==> src/rtl/vga_cmd_sched_pkg.sv <==
// Shared encodings for the VGA display-command scheduler: command ops, FSM states and the
// packed command record that travels through the FIFO.
package vga_cmd_sched_pkg;

  localparam logic [1:0] OP_SPRITE_POS = 2'd0;
  localparam logic [1:0] OP_SPRITE_ATT = 2'd1;
  localparam logic [1:0] OP_BACKGROUND = 2'd2;
  localparam logic [1:0] OP_FONT_WR    = 2'd3;

  localparam int unsigned HOLD_CYC_DEFAULT = 4;

  typedef enum logic [1:0] {
    StIdle  = 2'd0,
    StIssue = 2'd1,
    StHold  = 2'd2,
    StGap   = 2'd3
  } state_e;

  typedef struct packed {
    logic [1:0]  op;
    logic [4:0]  sel;
    logic [9:0]  x;
    logic [8:0]  y;
    logic        vis;
    logic [10:0] faddr;
    logic [3:0]  fdata;
  } cmd_t;

endpackage

==> src/rtl/vga_cmd_fifo.sv <==
// Synchronous FIFO with occupancy count; Depth must be a power of two so pointers wrap
// naturally.
module vga_cmd_fifo #(
  parameter int unsigned Depth = 4,
  parameter int unsigned Width = 8
) (
  input  logic                     clk_i,
  input  logic                     rst_ni,
  input  logic                     push_i,
  input  logic [Width-1:0]         data_i,
  input  logic                     pop_i,
  output logic [Width-1:0]         data_o,
  output logic                     full_o,
  output logic                     empty_o,
  output logic [$clog2(Depth):0]   count_o
);

  localparam int unsigned PtrW = $clog2(Depth);
  localparam logic [PtrW:0] DepthCnt = (PtrW + 1)'(Depth);

  logic [Width-1:0] mem_q [Depth];
  logic [PtrW-1:0]  wr_ptr_q, rd_ptr_q;
  logic [PtrW:0]    count_q;
  logic             push_ok, pop_ok;

  assign full_o  = (count_q == DepthCnt);
  assign empty_o = (count_q == '0);
  assign count_o = count_q;
  assign data_o  = mem_q[rd_ptr_q];

  assign push_ok = push_i && !full_o;
  assign pop_ok  = pop_i && !empty_o;

  always_ff @(posedge clk_i or negedge rst_ni) begin
    if (!rst_ni) begin
      wr_ptr_q <= '0;
      rd_ptr_q <= '0;
      count_q  <= '0;
    end else begin
      if (push_ok) wr_ptr_q <= wr_ptr_q + 1'b1;
      if (pop_ok)  rd_ptr_q <= rd_ptr_q + 1'b1;
      if (push_ok && !pop_ok)      count_q <= count_q + 1'b1;
      else if (pop_ok && !push_ok) count_q <= count_q - 1'b1;
    end
  end

  // Storage needs no reset: only entries below count_q are ever read out.
  always_ff @(posedge clk_i) begin
    if (push_ok) mem_q[wr_ptr_q] <= data_i;
  end

endmodule

==> src/rtl/vga_cmd_sched.sv <==
// Queues display-update commands and issues them one at a time during vertical blanking,
// strobing the matching load signal and holding data outputs stable until the next issue.
module vga_cmd_sched
  import vga_cmd_sched_pkg::*;
#(
  parameter int unsigned FIFO_DEPTH = 4,
  parameter int unsigned HOLD_CYC   = HOLD_CYC_DEFAULT
) (
  input  logic                          clk_100mhz,
  input  logic                          rst_n,
  input  logic                          vblank_win,
  input  logic                          cmd_valid,
  output logic                          cmd_ready,
  input  logic [1:0]                    cmd_op,
  input  logic [4:0]                    cmd_sel,
  input  logic [9:0]                    cmd_x,
  input  logic [8:0]                    cmd_y,
  input  logic                          cmd_vis,
  input  logic [10:0]                   cmd_faddr,
  input  logic [3:0]                    cmd_fdata,
  output logic [9:0]                    x,
  output logic [8:0]                    y,
  output logic [4:0]                    sprite_sel,
  output logic                          visable,
  output logic                          load_pos,
  output logic                          load_att,
  output logic                          bchange_active,
  output logic [1:0]                    background_sel,
  output logic [10:0]                   fwaddr,
  output logic [3:0]                    fwdata,
  output logic                          fwenable,
  output logic                          busy,
  output logic [$clog2(FIFO_DEPTH):0]   fifo_count
);

  localparam int unsigned CntW = $clog2(HOLD_CYC + 1);
  localparam logic [CntW-1:0] HoldMax = CntW'(HOLD_CYC);

  state_e          state_q, state_d;
  logic [CntW-1:0] hold_cnt_q, hold_cnt_d;
  logic [1:0]      sync_q;
  logic            run;
  cmd_t            cur_q, head, push_data;
  logic            fifo_full, fifo_empty, pop, start;

  // Reset assertion is asynchronous; release takes two edges before the FSM may move.
  always_ff @(posedge clk_100mhz or negedge rst_n) begin
    if (!rst_n) sync_q <= 2'b00;
    else        sync_q <= {sync_q[0], 1'b1};
  end
  assign run = sync_q[1];

  assign push_data = '{op: cmd_op, sel: cmd_sel, x: cmd_x, y: cmd_y, vis: cmd_vis,
                       faddr: cmd_faddr, fdata: cmd_fdata};
  assign cmd_ready = !fifo_full;

  vga_cmd_fifo #(
    .Depth (FIFO_DEPTH),
    .Width ($bits(cmd_t))
  ) u_fifo (
    .clk_i   (clk_100mhz),
    .rst_ni  (rst_n),
    .push_i  (cmd_valid && cmd_ready),
    .data_i  (push_data),
    .pop_i   (pop),
    .data_o  (head),
    .full_o  (fifo_full),
    .empty_o (fifo_empty),
    .count_o (fifo_count)
  );

  always_ff @(posedge clk_100mhz or negedge rst_n) begin
    if (!rst_n) begin
      state_q    <= StIdle;
      hold_cnt_q <= '0;
    end else begin
      state_q    <= state_d;
      hold_cnt_q <= hold_cnt_d;
    end
  end

  assign start = run && !fifo_empty && vblank_win;

  // GAP folds in the IDLE decision so back-to-back commands issue every other cycle.
  always_comb begin
    state_d    = state_q;
    hold_cnt_d = hold_cnt_q;
    pop        = 1'b0;
    unique case (state_q)
      StIdle: begin
        if (start) begin
          state_d = StIssue;
          pop     = 1'b1;
        end
      end
      StIssue: begin
        if (cur_q.op == OP_BACKGROUND && HOLD_CYC > 1) begin
          state_d    = StHold;
          hold_cnt_d = CntW'(2);
        end else begin
          state_d = StGap;
        end
      end
      StHold: begin
        if (hold_cnt_q >= HoldMax) state_d = StGap;
        else                       hold_cnt_d = hold_cnt_q + 1'b1;
      end
      StGap: begin
        if (start) begin
          state_d = StIssue;
          pop     = 1'b1;
        end else begin
          state_d = StIdle;
        end
      end
    endcase
  end

  always_ff @(posedge clk_100mhz or negedge rst_n) begin
    if (!rst_n)   cur_q <= '0;
    else if (pop) cur_q <= head;
  end

  always_comb begin
    load_pos       = 1'b0;
    load_att       = 1'b0;
    fwenable       = 1'b0;
    bchange_active = (state_q == StHold);
    if (state_q == StIssue) begin
      unique case (cur_q.op)
        OP_SPRITE_POS: load_pos       = 1'b1;
        OP_SPRITE_ATT: load_att       = 1'b1;
        OP_BACKGROUND: bchange_active = 1'b1;
        OP_FONT_WR:    fwenable       = 1'b1;
      endcase
    end
  end

  assign busy           = (state_q != StIdle);
  assign x              = cur_q.x;
  assign y              = cur_q.y;
  assign sprite_sel     = cur_q.sel;
  assign visable        = cur_q.vis;
  assign background_sel = cur_q.sel[1:0];
  assign fwaddr         = cur_q.faddr;
  assign fwdata         = cur_q.fdata;

endmodule

==> config.mk <==
export PLATFORM = sky130hd
export DESIGN_NAME = vga_cmd_sched
export DESIGN_NICKNAME = d
export VERILOG_FILES = /design/src/rtl/vga_cmd_sched_pkg.sv /design/src/rtl/vga_cmd_fifo.sv /design/src/rtl/vga_cmd_sched.sv
export SDC_FILE = /design/constraint.sdc
export NUM_CORES = 1
export LEC_CHECK = 0
export ABC_AREA = 1
export CORE_MARGIN = 4
export CORE_UTILIZATION = 45
export CTS_CLUSTER_SIZE = 10
export DETAILED_ROUTE_END_ITERATION = 10
export PLACE_DENSITY_LB_ADDON = 0.05
export SYNTH_ARGS = -nofsm -noshare
export SYNTH_HDL_FRONTEND = slang
export SYNTH_HIERARCHICAL = 1
export SYNTH_SLANG_ARGS = --single-unit
==> constraint.sdc <==
create_clock -name clk_100mhz -period 3.11 [get_ports clk_100mhz]
set_input_delay 0.4665 -clock clk_100mhz [delete_from_list [all_inputs] [get_ports clk_100mhz]]
set_output_delay 0.4665 -clock clk_100mhz [all_outputs]
set_load 0.02 [all_outputs]
==> results of run 1 <==
cell families (layout without fill, tap and decap cells):
group | count (synthesis) | in the layout | synth area share
other cells | 1 | 2 | 0.000386
fa+ha+maj | 11 | 11 | 0.0150
compound gates | 133 | 133 | 0.107
simple gates | 267 | 267 | 0.108
xor+xnor | 1 | 1 | 0.000903
buf+inv | 194 | 269 | 0.105
flops | 224 | 224 | 0.664
registers in the layout, summed over array words and instances, names as in the netlist, 3 cells and up:
register / flops
u_fifo/count_o: 3
y: 9
u_fifo/mem_q: 168
fwdata: 4
hold_cnt_q: 3
fwaddr: 11
sprite_sel: 5
x: 10
routing by layer:
layer	up-vias	share of wire	track usage
met3	25	0.045	0.0314
met1	2863	0.45	0.222
li1	2849	-	-
met5	-	0	0
met2	110	0.48	0.269
met4	0	0.015	0.0412
worst max-delay path: cells and delay by family, from the launching register on:
kind	cells	cell delay [ns]
AO/OA/AOI/OAI	1	0.19
adder cells (fa/ha/maj)	1	0.19
buffers and inverters	3	0.80
flip-flops	1	0.41
synth_stat cells:
cell	n	area [sq um]
a21oi_1	1	5.00
buf_2	8	40.0
buf_4	46	345
buf_6	14	158
clkbuf_1	12	45.0
conb_1	1	3.75
dfrtp_1	56	1400
edfxtp_1	168	5040
fa_1	1	20.0
ha_1	10	125
inv_1	109	409
inv_2	5	18.8
nand2_1	243	912
nand3_1	9	45.0
nand3_4	1	17.5
nand4_1	2	12.5
nor2_1	9	33.8
nor2_4	1	11.3
nor3_1	1	5.00
o211ai_1	51	383
o211ai_2	33	413
o21ai_0	48	240
or2_2	1	6.26
xnor2_1	1	8.76
path summary, 6_finish.rpt:
kind	startpoint	end	slack, ns	cells past startpoint
worst min register to register	sync_q[0]$_DFF_PN0_	sync_q[1]$_DFF_PN0_	0.35	0
worst min-delay path	rst_n	hold_cnt_q[2]$_DFFE_PN0P_	0.03	1
min in group clk_100mhz	sync_q[0]$_DFF_PN0_	sync_q[1]$_DFF_PN0_	0.35	0
max in group asynchronous	rst_n	u_fifo/rd_ptr_q[1]$_DFFE_PN0P_	2.55	1
worst max-delay path	state_q[1]$_DFFE_PN0P_	bchange_active	0.54	5
worst max register to register	u_fifo/count_o[0]$_DFFE_PN0P_	u_fifo/count_o[2]$_DFFE_PN0P_	0.86	14
cell type report:
cell class | count | area, sq um
fill | 1807 | 9720
sequential | 224 | 6450
multi-input combinational | 413 | 2270
timing repair buffer | 107 | 1100
clock buffer | 47 | 761
inverter | 114 | 433
tap | 275 | 344
clock inverter | 1 | 3.75
antenna | 1 | 2.50
power by group:
part | internal (mW) | total, mW | switching (mW)
logic | 1.44 | 4.03 | 2.59
registers | 4.05 | 4.35 | 0.300
clock network | 1.63 | 2.73 | 1.10
==> run metrics, run 1 <==
status completed; Routed WL 19300 microns; CP most frequent cell inv_1; Tightest Hold Check Type input port to asynchronous set/reset pin; DP Cell Count 1133; largest net degree at the start of global routing 99; gr ovfl total 0; final cell count without fillers 1182; H-tree depth 1; Lkg Pwr 4.69 nW; Tcrit/Tclk final 0.825; Detailed Routing Iterations Pass 1 4; CP Launch Type register; clock-pin slew on the worst setup and hold paths 0.05 ns; Yosys cell types 24; Post-Syn Area per Cell 11.7 sq um; Yosys reg bits 224; setup ws final around 0.54 ns; Root Buffer clkbuf_16; Final Slew Violations 0; post-synthesis sequential area ratio 0.664; Final HPWL DP 11000 microns; crit-path max cell delay 0.63 ns; final core utilization 0.539; Critical Path Fanout Max 4; first-pass GRT wire length 31100 microns; Hold-fix buffers, CTS 0; Max clock buf depth 3; cts repair resizes 0; vias in the first global route 5828; clock sinks between 200 and 250; Synth Cell Area 0.00970 sq mm; pwr dens roughly 980 mW/mm^2; WL/cell 16.4 microns; Final nets around 940; Final Hold Viols 0; core area 0.0211 sq mm; Placed Area 0.0106 sq mm; CTS tree done; Clk Latency, worst-skew pair 0.52 ns; commonest non-fill, non-tap cell in the layout nand2_1; All-Layer GR Usage 0.162; MaxCap Viol Count 0; full die area 0.0240 sq mm; Synth Net Count between 800 and 900; drt initial violations 307; total clock buffers created by CTS 26; post-layout total power 11.1 mW; crit path capture type output pin; Critical Path RT approximately 2.6 ns; chip height 155 microns; gpl congestion approximately 0.73; io pins 97; worst-margin pin slew about 1.1 ns; Max IR drop VDD 0.000527 V; Vias/cell 4.95; yosys warns 6; crit path kind register to output pin; IO buf count between 90 and 100; crit path time final about 2.6 ns; Die Width 155 microns; commonest non-fill, non-tap cells in the layout 243 x nand2_1, 168 x edfxtp_1, 109 x inv_1; Syn Inst Count between 800 and 900; setup slack after placement around 0.6 ns; Antenna Nets Post-Route 0; critical path's slowest cell clkdlybuf4s50_1; DRC viols 0; final hold slack ~0.026 ns; Post-CTS Setup Inserts 0; worst path cell trace inv_1, ha_1, inv_1, o21ai_0, clkdlybuf4s50_1; Final Cell Area between 0.01 and 0.015 sq mm; RSZ-0062 raised after global routing false; endpoints failing setup 0; synth-to-layout area growth 17.2%; proportion of layout cells with a drive suffix above 1 0.0960; Max-slew headroom 0.264; Setup Skew 0.0256 ns; Arr. time, crit path around 2.1 ns; initial antenna violation count 0; Starting Density 0.460; setup_tns 0 ns; total number of vias 5847; Cell Rows 53; Max Freq 390 MHz
(Power assumes the default switching activity.)
==> run 2: changes to the inputs <==
Clock period 3.11 ns to 2.3 ns, I/O delays scaled along.
==> run 2 against run 1 <==
Compared with the run above:
- total power is 36% higher
- combinational power is 37% higher
- non-clock buffer count is 7 higher
- core utilization is 0.40 points higher
- global-route usage increased by 0.38 points
- worst hold slack gained 0.32 ns
- cell area rose by 0.75%
- final cell count is 0.59% higher
- highest routed layer unchanged
- sequential power up 36%
- largest power group unchanged
- clock-buffer cell count is 2 lower
- via count fell by 1.1%
==> run metrics, run 2 (synthesis gave the netlist of run 1 again) <==
status completed; FF/Latch Area 0.00645 sq mm; worst path cell trace inv_1, ha_2, inv_1, clkdlybuf4s50_1; All-Layer GR Usage 0.166; MaxCap Viol Count 0; final cell count without fillers about 1.2k; synth-to-layout area growth 18.0%; Cell Rows 53; Die Width 155 microns; Tcrit/Tclk final 0.948; Root Buffer clkbuf_16; initial antenna violation count 0; crit path kind register to output pin; Routed WL a little under 20000 microns; Arr. time, crit path 1.84 ns; max FFs per register 168; Critical Path RT around 2.0 ns; Tightest Hold Check Type register to register; Setup Skew 0.0103 ns; routing usage on met3 0.0267; post-layout total power about 15 mW; io pins a little under 100; setup ws final 0.120 ns; gr ovfl total 0; critical path's slowest cell clkdlybuf4s50_1; Starting Density 0.460; total clock buffers created by CTS 27; IO buf count 96; most flop-heavy register u_fifo/mem_q; gpl congestion 0.746; met2 Use GR 0.288; gr busiest metal met2; Max IR drop VDD 0.000737 V; Post-CTS Setup Inserts 0; first-pass GRT wire length between 30000 and 40000 microns; H-tree depth 1; Max clock buf depth 3; crit-path max cell delay 0.59 ns; Buf/Inv on CP 3; Final HPWL DP 11500 microns; Max-slew headroom 0.473; crit path capture type output pin; DRC viols 0; clock-pin slew on the worst setup and hold paths 0.06 ns; total number of vias 5782; Multi-input gate area 0.00228 sq mm; proportion of layout cells with a drive suffix above 1 0.107; drt initial violations approximately 270; core area around 0.021 sq mm; pwr dens about 1300 mW/mm^2; DP Cell Count between 1k and 1.5k; endpoints failing setup 0; Inserted Diodes 0; largest net degree at the start of global routing 66; clock sinks 224; Lkg Pwr 4.76 nW; crit path time final around 2.2 ns; vias in the first global route 5942; Final nets about 950; Vias/cell 4.86; Max Freq about 460 MHz; final hold slack approximately 0.35 ns; Final Hold Viols 0; CTS tree done; Antenna Nets Post-Route 0; CP Launch Type register; full die area approximately 0.024 sq mm; Final Slew Violations 0; CP most frequent cell inv_1; fillers 1786; Critical Path Fanout Max 4; commonest non-fill, non-tap cells in the layout 243 x nand2_1, 168 x edfxtp_1, 109 x inv_1; commonest non-fill, non-tap cell in the layout nand2_1; Detailed Routing Iterations Pass 1 5; chip height 155 microns; M1 GR Usage 0.219; setup_tns 0 ns; worst-margin pin slew 0.790 ns; WL/cell 16.3 microns; Clk Latency, worst-skew pair 0.51 ns; CP delay by family, top buffers and inverters; setup slack after placement 0.0945 ns
## run 2: cell count changes in the layout (fill, tap and decap cells not counted), sizes merged
| cell | previous run | this run |
|---|---|---|
| buf | 12 | 18 |
| clkbuf | 47 | 45 |
| clkdlybuf4s50 | 95 | 90 |
| clkinv | 1 | 3 |
| diode | 1 | 0 |
| dlygate4sd2 | 0 | 4 |
| dlygate4sd3 | 0 | 1 |
| dlymetal6s2s | 0 | 1 |
| inv | 114 | 115 |
## run 2: path summary, 6_finish.rpt
check	from	to	slack (ns)	depth (start not counted)
setup / recovery	state_q[0]$_DFFE_PN0P_	busy	0.12	4
hold / removal	sync_q[0]$_DFF_PN0_	sync_q[1]$_DFF_PN0_	0.35	0
setup reg to reg	u_fifo/count_o[1]$_DFFE_PN0P_	u_fifo/count_o[2]$_DFFE_PN0P_	0.23	13
hold reg to reg	sync_q[0]$_DFF_PN0_	sync_q[1]$_DFF_PN0_	0.35	0
max in group asynchronous	rst_n	u_fifo/count_o[0]$_DFFE_PN0P_	1.27	2
min in group asynchronous	rst_n	hold_cnt_q[2]$_DFFE_PN0P_	0.48	2
## run 2: final cells by class
class                      instances  share of cell area
clock buffer                      45              0.0649
sequential                       224               0.563
multi-input combinational        413               0.199
timing repair buffer             114               0.103
inverter                         114              0.0378
tap                              275              0.0300
clock inverter                     4             0.00240
## run 2: power breakdown
part / internal (mW) / switching (mW) / total [mW] / leakage, nW
Clock: 2.19 / 1.50 / 3.68 / 0.370
Sequential: 5.47 / 0.431 / 5.90 / 2.23
Combinational: 2.01 / 3.52 / 5.54 / 2.16
Total: 9.67 / 5.45 / 15.1 / 4.76
## run 2: metrics by stage
stage	utilization	instance area [sq um]
after floorplan	-	9710
after global placement	0.506	10700
after detailed placement	0.506	10700
after CTS	0.543	11400
after global routing	0.543	11500
final	0.543	11500
## run 2: metal layers
metal	wire [microns]	vias to the layer above
met5	0	-
met4	506	0
met3	767	35
met2	9650	113
met1	8480	2760
li1	-	2874
## run 2: timing repair
item | CTS | global route
resized for setup | 4 | 3
pin swaps | 0 | 0
setup endpoints to repair | 4 | 2
endpoints found under the hold margin | 56 | 0
hold buffers | 1 | 0
==> run 3: changes to the inputs <==
--- a/constraint.sdc
+++ b/constraint.sdc
@@ -3,2 +3,2 @@
 set_output_delay 0.345 -clock clk_100mhz [all_outputs]
-set_load 0.02 [all_outputs]
+set_load 0.01 [all_outputs]
==> run 3 against run 2 <==
Compared with the run above:
- worst setup slack better by 0.043 ns
- register-to-register slack about the same
- core utilization down 0.053 points
- largest cell class unchanged
==> run metrics, run 3 (synthesis gave the netlist of run 1 again) <==
status completed; Final HPWL DP 11400 microns; total number of vias 5818; worst-margin pin slew 0.803 ns; Clk Latency, worst-skew pair 0.51 ns; H-tree depth 1; CP Launch Type register; setup slack after placement 0.0863 ns; clock-pin slew on the worst setup and hold paths 0.05 ns; Critical Path Fanout Max 4; Max-slew headroom 0.465; crit path time final 2.14 ns; Clk pwr share 0.247; fillers between 1.5k and 2k; crit path to cmd_ready; Root Buffer clkbuf_16; Pint roughly 9.7 mW; gr ovfl total 0; Switching Power 5.10 mW; chip height 155 microns; gpl congestion 0.745; worst reg2reg setup slack between 0.2 and 0.25 ns; FF/Latch Area around 0.0064 sq mm; All-Layer GR Usage 0.164; Final nets 950; Detailed Routing Iterations Pass 1 4; synth-to-layout area growth 17.9%; Antenna Nets Post-Route 0; cells on worst reg2reg path 13; IO buf count 96; Inserted Diodes 0; Tcrit/Tclk final 0.929; Lkg Pwr 4.78 nW; Die Width 155 microns; full die area 0.0240 sq mm; Max IR drop VDD 0.000637 V; setup_tns 0 ns; Logic pwr share 0.354; drt initial violations about 260; proportion of layout cells with a drive suffix above 1 0.103; Final Slew Violations 0; Starting Density 0.460; MaxCap Viol Count 0; commonest non-fill, non-tap cells in the layout 243 x nand2_1, 168 x edfxtp_1, 109 x inv_1; Final Hold Viols 0; Tightest Hold Check Type register to register; Multi-input gate area 0.00228 sq mm; Post-CTS Setup Inserts 0; commonest non-fill, non-tap cell in the layout nand2_1; Reg2Reg Launch Point u_fifo/count_o[0]$_DFFE_PN0P_; RSZ-0062 raised after global routing false; Max Freq roughly 470 MHz; Max clock buf depth 3; initial antenna violation count 0; CTS tree done; largest net degree at the start of global routing 66; HP Start sync_q[0]$_DFF_PN0_; endpoints failing setup 0; most flop-heavy register u_fifo/mem_q; Arr. time, crit path between 1.5 and 2 ns; sequential share of power 0.399; total clock buffers created by CTS 26; Worst R2R End u_fifo/count_o[2]$_DFFE_PN0P_; crit path capture type output pin; DRC viols 0; max FFs per register roughly 170; clock sinks 224; crit path from u_fifo/count_o[0]$_DFFE_PN0P_; Routed WL 19200 microns; Critical Path RT 1.96 ns; Vias/cell approximately 5; io pins 97; Cell Rows 53; first-pass GRT wire length 31600 microns; Setup Skew just under 0.008 ns; WL/cell 16.1 microns; Switching Fraction 0.345; vias in the first global route 5893; core area 0.0211 sq mm; setup ws final 0.162 ns; pwr dens 1290 mW/mm^2; crit path kind register to output pin
## run 3: cell count changes in the layout (fill, tap and decap cells not counted), sizes merged
cell           delta
dlygate4sd2       -2
clkbuf            +2
inv               -1
clkinv            -2
dlymetal6s2s      +1
clkdlybuf4s50     +1
## run 3: worst min path at each step
stage	slack, ns	endpoint	cells past startpoint
global placement	0.34	sync_q[1]$_DFF_PN0_	0
CTS	0.36	sync_q[1]$_DFF_PN0_	0
finish	0.36	sync_q[1]$_DFF_PN0_	0
floorplan	0.05	cur_q[40]$_DFFE_PN0P_	0
detailed placement	0.35	sync_q[1]$_DFF_PN0_	0
global route	0.37	sync_q[1]$_DFF_PN0_	0
## run 3: timing repair
| item | 4_1_cts | 5_1_grt |
|---|---|---|
| hold buffers | 1 | 0 |
| hold endpoints to repair | 56 | 0 |
| resized for setup | 2 | 3 |
| endpoints found under the setup margin | 2 | 2 |
## run 3: power groups by stage
stage          registers (mW)  clock network (mW)  logic [mW]
5_1_grt                  6.00                3.93        5.87
3_5_place_dp             5.98                   0        5.32
2_1_floorplan            5.88                   0        3.86
3_3_place_gp             5.93                   0        5.26
4_1_cts                  5.90                3.76        5.34
6_report                 5.89                3.64        5.23
## run 3: final cells by class
type	instances	share of cell area
clock buffers	47	0.0656
clock inverters	1	0.000437
multi-input cells	413	0.199
repair buffers	114	0.104
inverters	114	0.0378
flip-flops and latches	224	0.563
well taps	275	0.0301
## run 3: metrics by stage
step           hold WS (ns)  total power [mW]  area, sq um  instances  utilization
5_1_grt               0.368              15.8        11400       1188        0.543
2_1_floorplan        0.0494              9.74         9710        831            -
3_5_place_dp          0.347              11.3        10700       1139        0.506
3_3_place_gp          0.335              11.2        10700       1139        0.506
4_1_cts               0.359              15.0        11400       1188        0.542
6_report              0.359              14.8        11400       1188        0.543
## run 3: critical path: stages, from the launching register on
cell and delay [ns]:
dfrtp_1 0.44, inv_2 0.06, nand3_1 0.13, inv_1 0.07, inv_1 0.06, clkdlybuf4s50_1 0.53
## run 3: per-layer routing
metal	part of all wire	vias up	track usage
met2	0.50	108	0.288
li1	-	2868	-
met5	0	-	0
met3	0.042	33	0.0270
met4	0.024	0	0.0408
met1	0.44	2809	0.214
